**src/rtl/mult_pkg.sv**
```systemverilog
// Shared constants and FSM state type for the sequential multiplier.
package mult_pkg;

  localparam int unsigned WIDTH = 32;
  localparam int unsigned STEPS = 32;

  typedef enum logic [1:0] {
    IDLE = 2'd0,
    RUN  = 2'd1,
    DONE = 2'd2
  } state_e;

endpackage : mult_pkg

```
**src/rtl/mult_step.sv**
```systemverilog
// One radix-2 multiply step on {A,Q,q_1}; MULT_SIGNED_EN selects Booth over
// unsigned shift-add.
module mult_step #(
  parameter int unsigned WIDTH = 32
) (
  input  logic [WIDTH:0]   a_i,
  input  logic [WIDTH-1:0] q_i,
  input  logic             q1_i,
  input  logic [WIDTH:0]   m_i,
  output logic [WIDTH:0]   a_o,
  output logic [WIDTH-1:0] q_o,
  output logic             q1_o
);

  logic [WIDTH:0] sum_c;

`ifdef MULT_SIGNED_EN
  // Booth recoding on {Q[0],q_1}, then arithmetic shift of {A,Q,q_1}
  always_comb begin
    unique case ({q_i[0], q1_i})
      2'b01:   sum_c = a_i + m_i;
      2'b10:   sum_c = a_i - m_i;
      default: sum_c = a_i;
    endcase
    a_o  = {sum_c[WIDTH], sum_c[WIDTH:1]};
    q_o  = {sum_c[0], q_i[WIDTH-1:1]};
    q1_o = q_i[0];
  end
`else
  // Add multiplicand on Q[0], carry lands in A[WIDTH], then logical shift of {A,Q}
  always_comb begin
    sum_c = q_i[0] ? (a_i + m_i) : a_i;
    a_o   = {1'b0, sum_c[WIDTH:1]};
    q_o   = {sum_c[0], q_i[WIDTH-1:1]};
    q1_o  = q1_i;
  end
`endif

endmodule : mult_step

```
**src/rtl/mult.sv**
```systemverilog
// Sequential WIDTHxWIDTH multiplier, one step per cycle, result in hi/lo.
// Define MULT_SIGNED_EN for a two's-complement (Booth) build; unsigned otherwise.
module mult #(
  parameter int unsigned WIDTH = 32
) (
  input  logic             clk,
  input  logic             reset,
  input  logic [WIDTH-1:0] srcA,
  input  logic [WIDTH-1:0] srcB,
  input  logic             multCtrl,
  output logic [WIDTH-1:0] hi,
  output logic [WIDTH-1:0] lo,
  output logic             multDone
);

  localparam int unsigned CNT_W = $clog2(WIDTH);
  localparam logic [CNT_W-1:0] CNT_LAST = CNT_W'(WIDTH - 1);

  mult_pkg::state_e state_q, state_d;

  logic [WIDTH:0]   m_q, m_d;
  logic [WIDTH:0]   a_q, a_d;
  logic [WIDTH-1:0] q_q, q_d;
  logic             q1_q, q1_d;
  logic [CNT_W-1:0] cnt_q, cnt_d;
  logic [WIDTH-1:0] hi_q, hi_d;
  logic [WIDTH-1:0] lo_q, lo_d;
  logic             done_q, done_d;

  logic [WIDTH:0]   m_ext_c;
  logic [WIDTH:0]   a_step_c;
  logic [WIDTH-1:0] q_step_c;
  logic             q1_step_c;

`ifdef MULT_SIGNED_EN
  assign m_ext_c = {srcA[WIDTH-1], srcA};
`else
  assign m_ext_c = {1'b0, srcA};
`endif

  mult_step #(
    .WIDTH (WIDTH)
  ) u_step (
    .a_i  (a_q),
    .q_i  (q_q),
    .q1_i (q1_q),
    .m_i  (m_q),
    .a_o  (a_step_c),
    .q_o  (q_step_c),
    .q1_o (q1_step_c)
  );

  // Next-state: multCtrl reloads from any state, otherwise RUN steps until the last count
  always_comb begin
    state_d = state_q;
    m_d     = m_q;
    a_d     = a_q;
    q_d     = q_q;
    q1_d    = q1_q;
    cnt_d   = cnt_q;
    hi_d    = hi_q;
    lo_d    = lo_q;
    done_d  = done_q;

    if (multCtrl) begin
      state_d = mult_pkg::RUN;
      m_d     = m_ext_c;
      a_d     = '0;
      q_d     = srcB;
      q1_d    = 1'b0;
      cnt_d   = '0;
      hi_d    = '0;
      lo_d    = '0;
      done_d  = 1'b0;
    end else begin
      unique case (state_q)
        mult_pkg::RUN: begin
          a_d   = a_step_c;
          q_d   = q_step_c;
          q1_d  = q1_step_c;
          cnt_d = cnt_q + CNT_W'(1);
          if (cnt_q == CNT_LAST) begin
            hi_d    = a_step_c[WIDTH-1:0];
            lo_d    = q_step_c;
            done_d  = 1'b1;
            state_d = mult_pkg::DONE;
          end
        end
        mult_pkg::IDLE,
        mult_pkg::DONE: ;
        default: state_d = mult_pkg::IDLE;
      endcase
    end
  end

  always_ff @(posedge clk) begin
    if (!reset) begin
      state_q <= mult_pkg::IDLE;
      m_q     <= '0;
      a_q     <= '0;
      q_q     <= '0;
      q1_q    <= 1'b0;
      cnt_q   <= '0;
      hi_q    <= '0;
      lo_q    <= '0;
      done_q  <= 1'b0;
    end else begin
      state_q <= state_d;
      m_q     <= m_d;
      a_q     <= a_d;
      q_q     <= q_d;
      q1_q    <= q1_d;
      cnt_q   <= cnt_d;
      hi_q    <= hi_d;
      lo_q    <= lo_d;
      done_q  <= done_d;
    end
  end

  assign hi       = hi_q;
  assign lo       = lo_q;
  assign multDone = done_q;

endmodule : mult

```
**config.mk**
```make
export PLATFORM = sky130hd
export DESIGN_NAME = mult
export DESIGN_NICKNAME = d
export VERILOG_FILES = /design/src/rtl/mult_pkg.sv /design/src/rtl/mult_step.sv /design/src/rtl/mult.sv
export SDC_FILE = /design/constraint.sdc
export NUM_CORES = 1
export LEC_CHECK = 0
export ABC_AREA = 1
export CAP_MARGIN = 5
export CORE_MARGIN = 2
export CORE_UTILIZATION = 45
export DETAILED_ROUTE_END_ITERATION = 6
export GPL_ROUTABILITY_DRIVEN = 0
export PLACE_DENSITY_LB_ADDON = 0.2
export SLEW_MARGIN = 20
export SYNTH_ARGS = -nofsm -noshare
export SYNTH_HDL_FRONTEND = slang
export SYNTH_SLANG_ARGS = --single-unit
```
**constraint.sdc**
```tcl
create_clock -name clk -period 5.8 [get_ports clk]
set_input_delay 1.74 -clock clk [delete_from_list [all_inputs] [get_ports clk]]
set_output_delay 1.74 -clock clk [all_outputs]
set_load 0.01 [all_outputs]
```
---- Yosys cells after proc, flatten, opt, wreduce, memory -nomap -nowiden ----
Cells that the tools add are included.
operators by class
  add/sub/neg operators ................... 2
  eq/ne operators ......................... 6
  muxes and demuxes ....................... 6
  bitwise operators ....................... 2
  reduce and logical (&&, ||, !) cells .... 7
operators with widths
  cell                                                 number
  two-way mux 32 bit                                   2
  adder 32 x 32 -> 33 bit                              1
  two-way mux 33 bit                                   1
  AND reduction 2 bit                                  3
  adder 5 x 1 -> 5 bit, second input constant          1
  equality test 5 bit, second input constant           1
  inequality test 2 bit, second input constant         2
  one-hot mux 2 bit (2 select lines)                   1
  OR reduction 2 bit                                   2
  inequality test 3 bit, second input constant         1
  equality test 2 x 1 -> 1 bit, second input constant  1
  equality test 2 bit, second input constant           1
  zero test 2 bit                                      1
  two-way mux 2 bit                                    1
  inverter 1 bit                                       2
  nonzero test 2 bit                                   1
  two-way mux 1 bit                                    1
word-level totals
  bits in registers ....................... 168
  bits of input ports ..................... 67
  output and inout bits ................... 65

---- Logic depth before layout (Yosys ltp) ----
Gate-level depths: netlist of run 1.
  word-level depth ........................ 4
  depth in mapped cells ................... 14

---- Modules after synthesis ----
From an unflattened synthesis of run 1, not the netlist that was laid out.
second synthesis, totals
  cell total of the unflattened synthesis .. 1,658
  area, all modules ....................... 10,000.8 um^2
by module, submodules not included
  module     instances  cells an instance  area each (um^2)
  mult       1          1,020              6,867.8
  mult_step  1          638                3,133.0

---- Least setup slack after synthesis of run 1 ----
Ideal clock, no wire load.
  path type ............................... input -> register
  from .................................... input multCtrl
  to ...................................... register hi_q[17], in the netlist hi[17]
  arrival ................................. 2,633 ps
  required time ........................... 5,744 ps
  setup slack ............................. 3,111 ps
  cell stages on the path ................. 6
  buffers on the path ..................... 2
  cell sequence ........................... buf_2 > nor2_2 > clkbuf_1 > o21a_1 > nand2_1 > inv_1
between the ends
  longest elaborated chain between the ends .. 1
RTL lines
  element                       line         source
  start, declared               mult.sv:10   input logic multCtrl,
  OR reduction 2 bit (no line)  -
  end signal, assigned          mult.sv:114  hi_q <= hi_d;
  end, declared                 mult.sv:26   logic [WIDTH-1:0] hi_q, hi_d;
No other way between the ends.
A chain may end at the register's enable or synchronous reset.

---- Worst setup path after layout of run 1 ----
  from .................................... input reset
  to ...................................... register hi_q[0], in the netlist hi[0]
between the ends
  longest elaborated chain between the ends .. 2
RTL lines
  element                       line       source
  start, declared               mult.sv:7  input logic reset,
  inverter 1 bit (no line)      -
  OR reduction 2 bit (no line)  -
No other way between the ends.

==> impl_results.md, run 1 <==
- Nets: 1,597
- Peak supply drop: 0.0002239 V
- Area of the multi-input gates: 4755 µm²
- Largest delay contributor family on the critical path: buffers and inverters
- # Post-CTS Setup Buffers: 0
- Number of fill cells in the layout: 2,029
- Die Area: 21,440 µm²
- CTS Buf Count: 17
- Cells after DPL: 1,746
- MaxCap Viol Count: 0
- Asr flop ratio synth: 0%
- Fin util: 55.82%
- Total gr overflow: 0
- Largest net degree at the start of global routing: 61
- CP Data Required Time: 6190 ps
- # IOs: 132
- Post-detailed-route count of antenna-violating nets: 0
- Clk Latency, worst-skew pair: 450 ps
- Iteration count of the initial detailed-routing pass: 5
- Class of the most critical hold timing path: reg2reg
- CP Max Fanout: 60
- Setup TNS: 0 ps
- Post-Synthesis Cells: 1,398
- Seq cells post-synth: 168
- Sequential area share after synthesis: 36.85%
- CP cell instances: clkdlybuf4s50_1 > buf_4 > inv_2 > nor2_4 > clkinv_2 > a21oi_1 > o21a_1
- WP buf/inv: 4
- Chip width: 146.4 µm
- Fmax: 256.8 MHz
- GRT Resource Usage Total: 23.03%
- Worst path slowest cell: clkinv_2
- Slew HR: 38.49%
- Diodes inserted: 0
- R2r setup slk: 2570 ps
- Initial antenna violation count: 0
- FP Rows: 52
- Global-route wire length before repair: 40.34 mm
- Area Growth Syn to Fin: 22.55%
- Final setup violating endpoints: 0
- Iteration-0 DRC Markers: 552
- WL/cell: 13.60 µm
- Post-Layout Cell Count: 1,778
- Unique masters post-synth: 40
- Post-synth net total: 1,500
- Yosys warns: 0
- Post-DR vias/cell: 4.972
- Routed vias: 8,841
- Port Buf Inserts: 131
- Post-layout min period: 3893 ps
- Clock slew at reported path FFs: 80 ps
- Slew @ Worst Pin: 922.7 ps
- Final period util: 67.13%
- Crit path capture type: flip-flop
- Critical path type: in2reg
- Number of global-route vias before repair: 8,458
- Hold Fails Final Rpt: 0
- Mean post-synth cell area: 6.529 µm²
- # resized after CTS: 0
- # DRC: 0
- CTS max path bufs: 2
- Top FF cell, synth: dfxtp_1
- CTS H-tree lvls: 4
- LEAKAGE: 5.282 nW
- Largest stage delay, worst path: 720 ps
- Crit path DAT: 4280 ps
- CTS Sinks: 168
- Ratio of cells with drive above 1 in the final layout: 5.172%
- Root buffer cell: clkbuf_16
- Synthesized cell area: 9128 µm²
- Number of synthesized flops with an enable pin: 0
- Status: completed
- Setup Skew: 14.72 ps
- Most frequent cells in the layout: nand2_1 (431), inv_1 (185), dfxtp_1 (168), nor2_1 (159), clkdlybuf4s50_1 (130)
- Post-detail-place hpwl: 16.98 mm
- Power Dens Cells: 242.4 nW/µm²
- Most common cell after layout, fill and taps aside: nand2_1
- Die Ht: 146.4 µm
- Final Max Tran Viols: 0
- Total wire length: 24.19 mm
- # hold bufs at CTS: 0
- Starting Density: 45.55%
- CP startpoint kind: input pin
- Seq. cell area: 3363 µm²
- CTS tree: yes
- Core Region: 20,040 µm²
- RSZ-0062 raised after global routing: no
## sequential cells by signal, indices dropped and copies added, names as in the netlist
signal,flops
hi,32
multDone,1
q_q,32
a_q,32
lo,32
state_q,2
m_q,32
cnt_q,5
## worst paths after layout
kind,start,end,depth (start not counted)
hold reg to reg,q_q[12]$_SDFFE_PN0P_,lo[11]$_SDFFE_PP0P_,2
hold / removal,q_q[12]$_SDFFE_PN0P_,lo[11]$_SDFFE_PP0P_,2
setup reg to reg,state_q[0]$_SDFFE_PN0P_,hi[17]$_SDFFE_PP0P_,10
setup / recovery,reset,hi[0]$_SDFFE_PP0P_,7
## logic make-up after synthesis
kind of cell             Yosys count  share of synthesized area, %
adder cells (fa/ha/maj)           35                         4.880
AND/OR/NAND/NOR                  722                         32.82
XOR/XNOR                          10                        0.9596
multiplexers                       1                        0.1097
AO/OA/AOI/OAI                    210                         13.19
buffers and inverters            252                         11.20
flip-flops                       168                         36.85
## synthesized netlist by cell type, types with 7 or more instances
master    instances  area (µm²)
nand3_1          83       415.4
inv_1           186       698.2
nor3_1            8       40.04
buf_4             7       52.55
o21a_1           24       180.2
nor2_1          160       600.6
xor2_1            7       61.31
o21bai_1          9       67.56
nand2_2          10       62.56
a31oi_1          26       162.7
nand3_2          14       140.1
clkbuf_1         32       120.1
ha_1             34       425.4
a21oi_1          71       355.3
o21ai_0          63       315.3
nand2_1         431        1618
buf_2            16       80.08
dfxtp_1         168        3363
## routing by layer
layer | global-route usage [%] | vias up | part of all wire [%]
met5 | 0 | - | 0
met4 | 8.155 | 0 | 2.5
met3 | 4.969 | 49 | 4.9
met2 | 39.03 | 217 | 47
met1 | 29.01 | 3997 | 46
li1 | - | 4578 | -
## cell type report
cell class                      instances  share of cell area [%]
Clock buffer                           17                   3.803
Clock inverter                         15                   1.935
Inverter                              190                   6.387
Multi-Input combinational cell        978                   42.51
Sequential cell                       168                   30.07
Tap cell                              270                   3.020
Timing Repair Buffer                  140                   12.28
## report_power, final
part	switching [mW]	internal [mW]	leakage, nW
combinational	0.178	0.118	3.61
clock	0.592	0.602	0.306
sequential	0.0297	1.19	1.37
## through the flow
step	hold WS, ps	worst slack [ps]	instance area [µm²]	total power, mW
2_1_floorplan	429.8	3111	9128	1.440
6_report	464.0	1907	11190	2.712
4_1_cts	469.2	2050	11180	2.736
5_1_grt	484.3	1715	11190	2.820
3_3_place_gp	442.9	1624	10540	1.537
3_5_place_dp	454.5	1582	10540	1.542
## tightest hold or removal path: stages, from the launching register on
cell     delay [ps]
dfxtp_1         310
inv_1            60
a21oi_1          50
Power figures use the tool's default switching activity.
==> run 2, diff against run 1 <==
==> constraint.sdc (replaced) <==
create_clock -name clk -period 3.55 [get_ports clk]
set_input_delay 1.065 -clock clk [delete_from_list [all_inputs] [get_ports clk]]
set_output_delay 1.065 -clock clk [all_outputs]
set_load 0.01 [all_outputs]
==> run 2 against run 1 <==
Sequential power is 63% higher. Combinational power is 65% higher. Power is 66% higher. First-iteration DRC count is 21% higher. Routed wire length is 0.59% higher. Clock skew is 2.8 ps lower. Critical endpoint is now lo[31].
==> impl_results.md, run 2 (synthesis results as in run 1) <==
- Hold endpoint: lo[11]$_SDFFE_PP0P_
- CTS H-tree lvls: 4
- # IOs: 132
- CP Data Required Time: 2480 ps
- CP cell instances: clkdlybuf4s50_1
- Post-layout min period: 2448 ps
- Total wire length: 24.33 mm
- LEAKAGE: 5.324 nW
- Final period util: 68.97%
- Starting Density: 45.55%
- P_sw: 1.256 mW
- Clock slew at reported path FFs: 80 ps
- Post-Layout Cell Count: 1,784
- # resized after CTS: 0
- FP Rows: 52
- Post-DR vias/cell: 4.952
- Class of the most critical hold timing path: reg2reg
- Number of global-route vias before repair: 8,599
- FF-to-FF End: hi[23]$_SDFFE_PP0P_
- Crit path DAT: 1380 ps
- Most frequent cells in the layout: nand2_1 (431), inv_1 (185), dfxtp_1 (168), nor2_1 (159), clkdlybuf4s50_1 (130)
- Nets: 1,603
- Fin util: 56.18%
- Diodes inserted: 0
- R2r setup slk: 1360 ps
- Initial antenna violation count: 0
- Area Growth Syn to Fin: 23.34%
- CP startpoint kind: flip-flop
- GRT Resource Usage Total: 23.51%
- Iteration count of the initial detailed-routing pass: 5
- Largest net degree at the start of global routing: 58
- Port Buf Inserts: 131
- Status: completed
- # DRC: 0
- Slew HR: 47.57%
- RSZ-0062 raised after global routing: no
- Routed vias: 8,834
- Die Area: 21,440 µm²
- # Post-CTS Setup Buffers: 0
- CP Max Fanout: 2
- Power Dens Cells: 399.1 nW/µm²
- Sequential power share: 44.4%
- Chip width: 146.4 µm
- Hold_ws: 453.9 ps
- Hold Path Depth: 2
- Core Region: 20,040 µm²
- WL/cell: 13.64 µm
- Switching part of the total: 27.95%
- Internal cell power: 3.238 mW
- CTS Sinks: 168
- Final Max Tran Viols: 0
- Slew @ Worst Pin: 786.4 ps
- CTS max path bufs: 2
- Total power: 4.493 mW
- Hold Fails Final Rpt: 0
- Hold path startpoint: q_q[12]$_SDFFE_PN0P_
- Worst path slowest cell: clkdlybuf4s50_1
- CTS tree: yes
- R2r startpoint: m_q[0]$_SDFFE_PN0P_
- Final setup violating endpoints: 0
- Setup Skew: 11.90 ps
- Fmax: 408.4 MHz
- Post-detail-place hpwl: 17.25 mm
- Clk Latency, worst-skew pair: 440 ps
- Setup TNS: 0 ps
- Clk pwr share: 44.7%
- Crit path capture type: primary output
- Peak supply drop: 0.0003526 V
- Root buffer cell: clkbuf_16
- Ratio of cells with drive above 1 in the final layout: 5.548%
- Most common cell after layout, fill and taps aside: nand2_1
- Worst Reg-to-Reg Cells: 13
- Post-detailed-route count of antenna-violating nets: 0
- Global-route wire length before repair: 41.33 mm
- CTS Buf Count: 17
- Total gr overflow: 0
- Critical path type: reg2out
- MaxCap Viol Count: 0
- Cells after DPL: 1,752
- WP buf/inv: 1
- Comb pwr share: 10.9%
- Largest delay contributor family on the critical path: buffers and inverters
- Die Ht: 146.4 µm
- Largest stage delay, worst path: 600 ps
- Iteration-0 DRC Markers: 669
- # hold bufs at CTS: 0
[run 2: worst max path at each step]
| stage | to | cells past startpoint | start | slack [ps] |
|---|---|---|---|---|
| after floorplan | hi[17]$_SDFFE_PP0P_ | 6 | multCtrl | 1540 |
| after global placement | a_q[20]$_SDFFE_PP0P_ | 7 | multCtrl | 840 |
| after detailed placement | a_q[19]$_SDFFE_PP0P_ | 7 | multCtrl | 770 |
| after CTS | hi[29] | 1 | hi[29]$_SDFFE_PP0P_ | 1100 |
| after global routing | a_q[27]$_SDFFE_PP0P_ | 7 | multCtrl | 1060 |
| final | lo[31] | 1 | lo[31]$_SDFFE_PP0P_ | 1100 |
[run 2: per-layer routing]
metal	vias to the layer above	global-route usage, %	share of wire, %
met1	3969	30.14	46
met4	0	7.427	2.3
li1	4623	-	-
met5	-	0	0
met3	39	5.094	4.8
met2	203	39.65	46
[run 2: area by class of cell]
class | instances | area, µm²
Fill cell | 2030 | 8781
Multi-Input combinational cell | 978 | 4750
Sequential cell | 168 | 3363
Timing Repair Buffer | 146 | 1444
Inverter | 190 | 713.2
Clock buffer | 17 | 425.4
Tap cell | 270 | 337.8
Clock inverter | 15 | 225.2
[run 2: through the flow]
stage / setup WS, ps / area [µm²]
after global routing: 1055 / 11260
after global placement: 840.7 / 10610
final: 1102 / 11260
after floorplan: 1536 / 9128
after detailed placement: 771.4 / 10610
after CTS: 1101 / 11260
[run 2: tightest hold or removal path: stages, from the launching register on]
cell and delay, ps:
dfxtp_1 300, inv_1 60, a21oi_1 50
[run 2: power by group through the flow]
stage,sequential [mW],clock [mW],combinational (mW)
CTS,1.99,2.04,0.492
global route,2.00,2.12,0.557
global placement,2.04,0,0.482
detailed placement,2.04,0,0.488
floorplan,2.02,0,0.333
finish,1.99,2.01,0.490
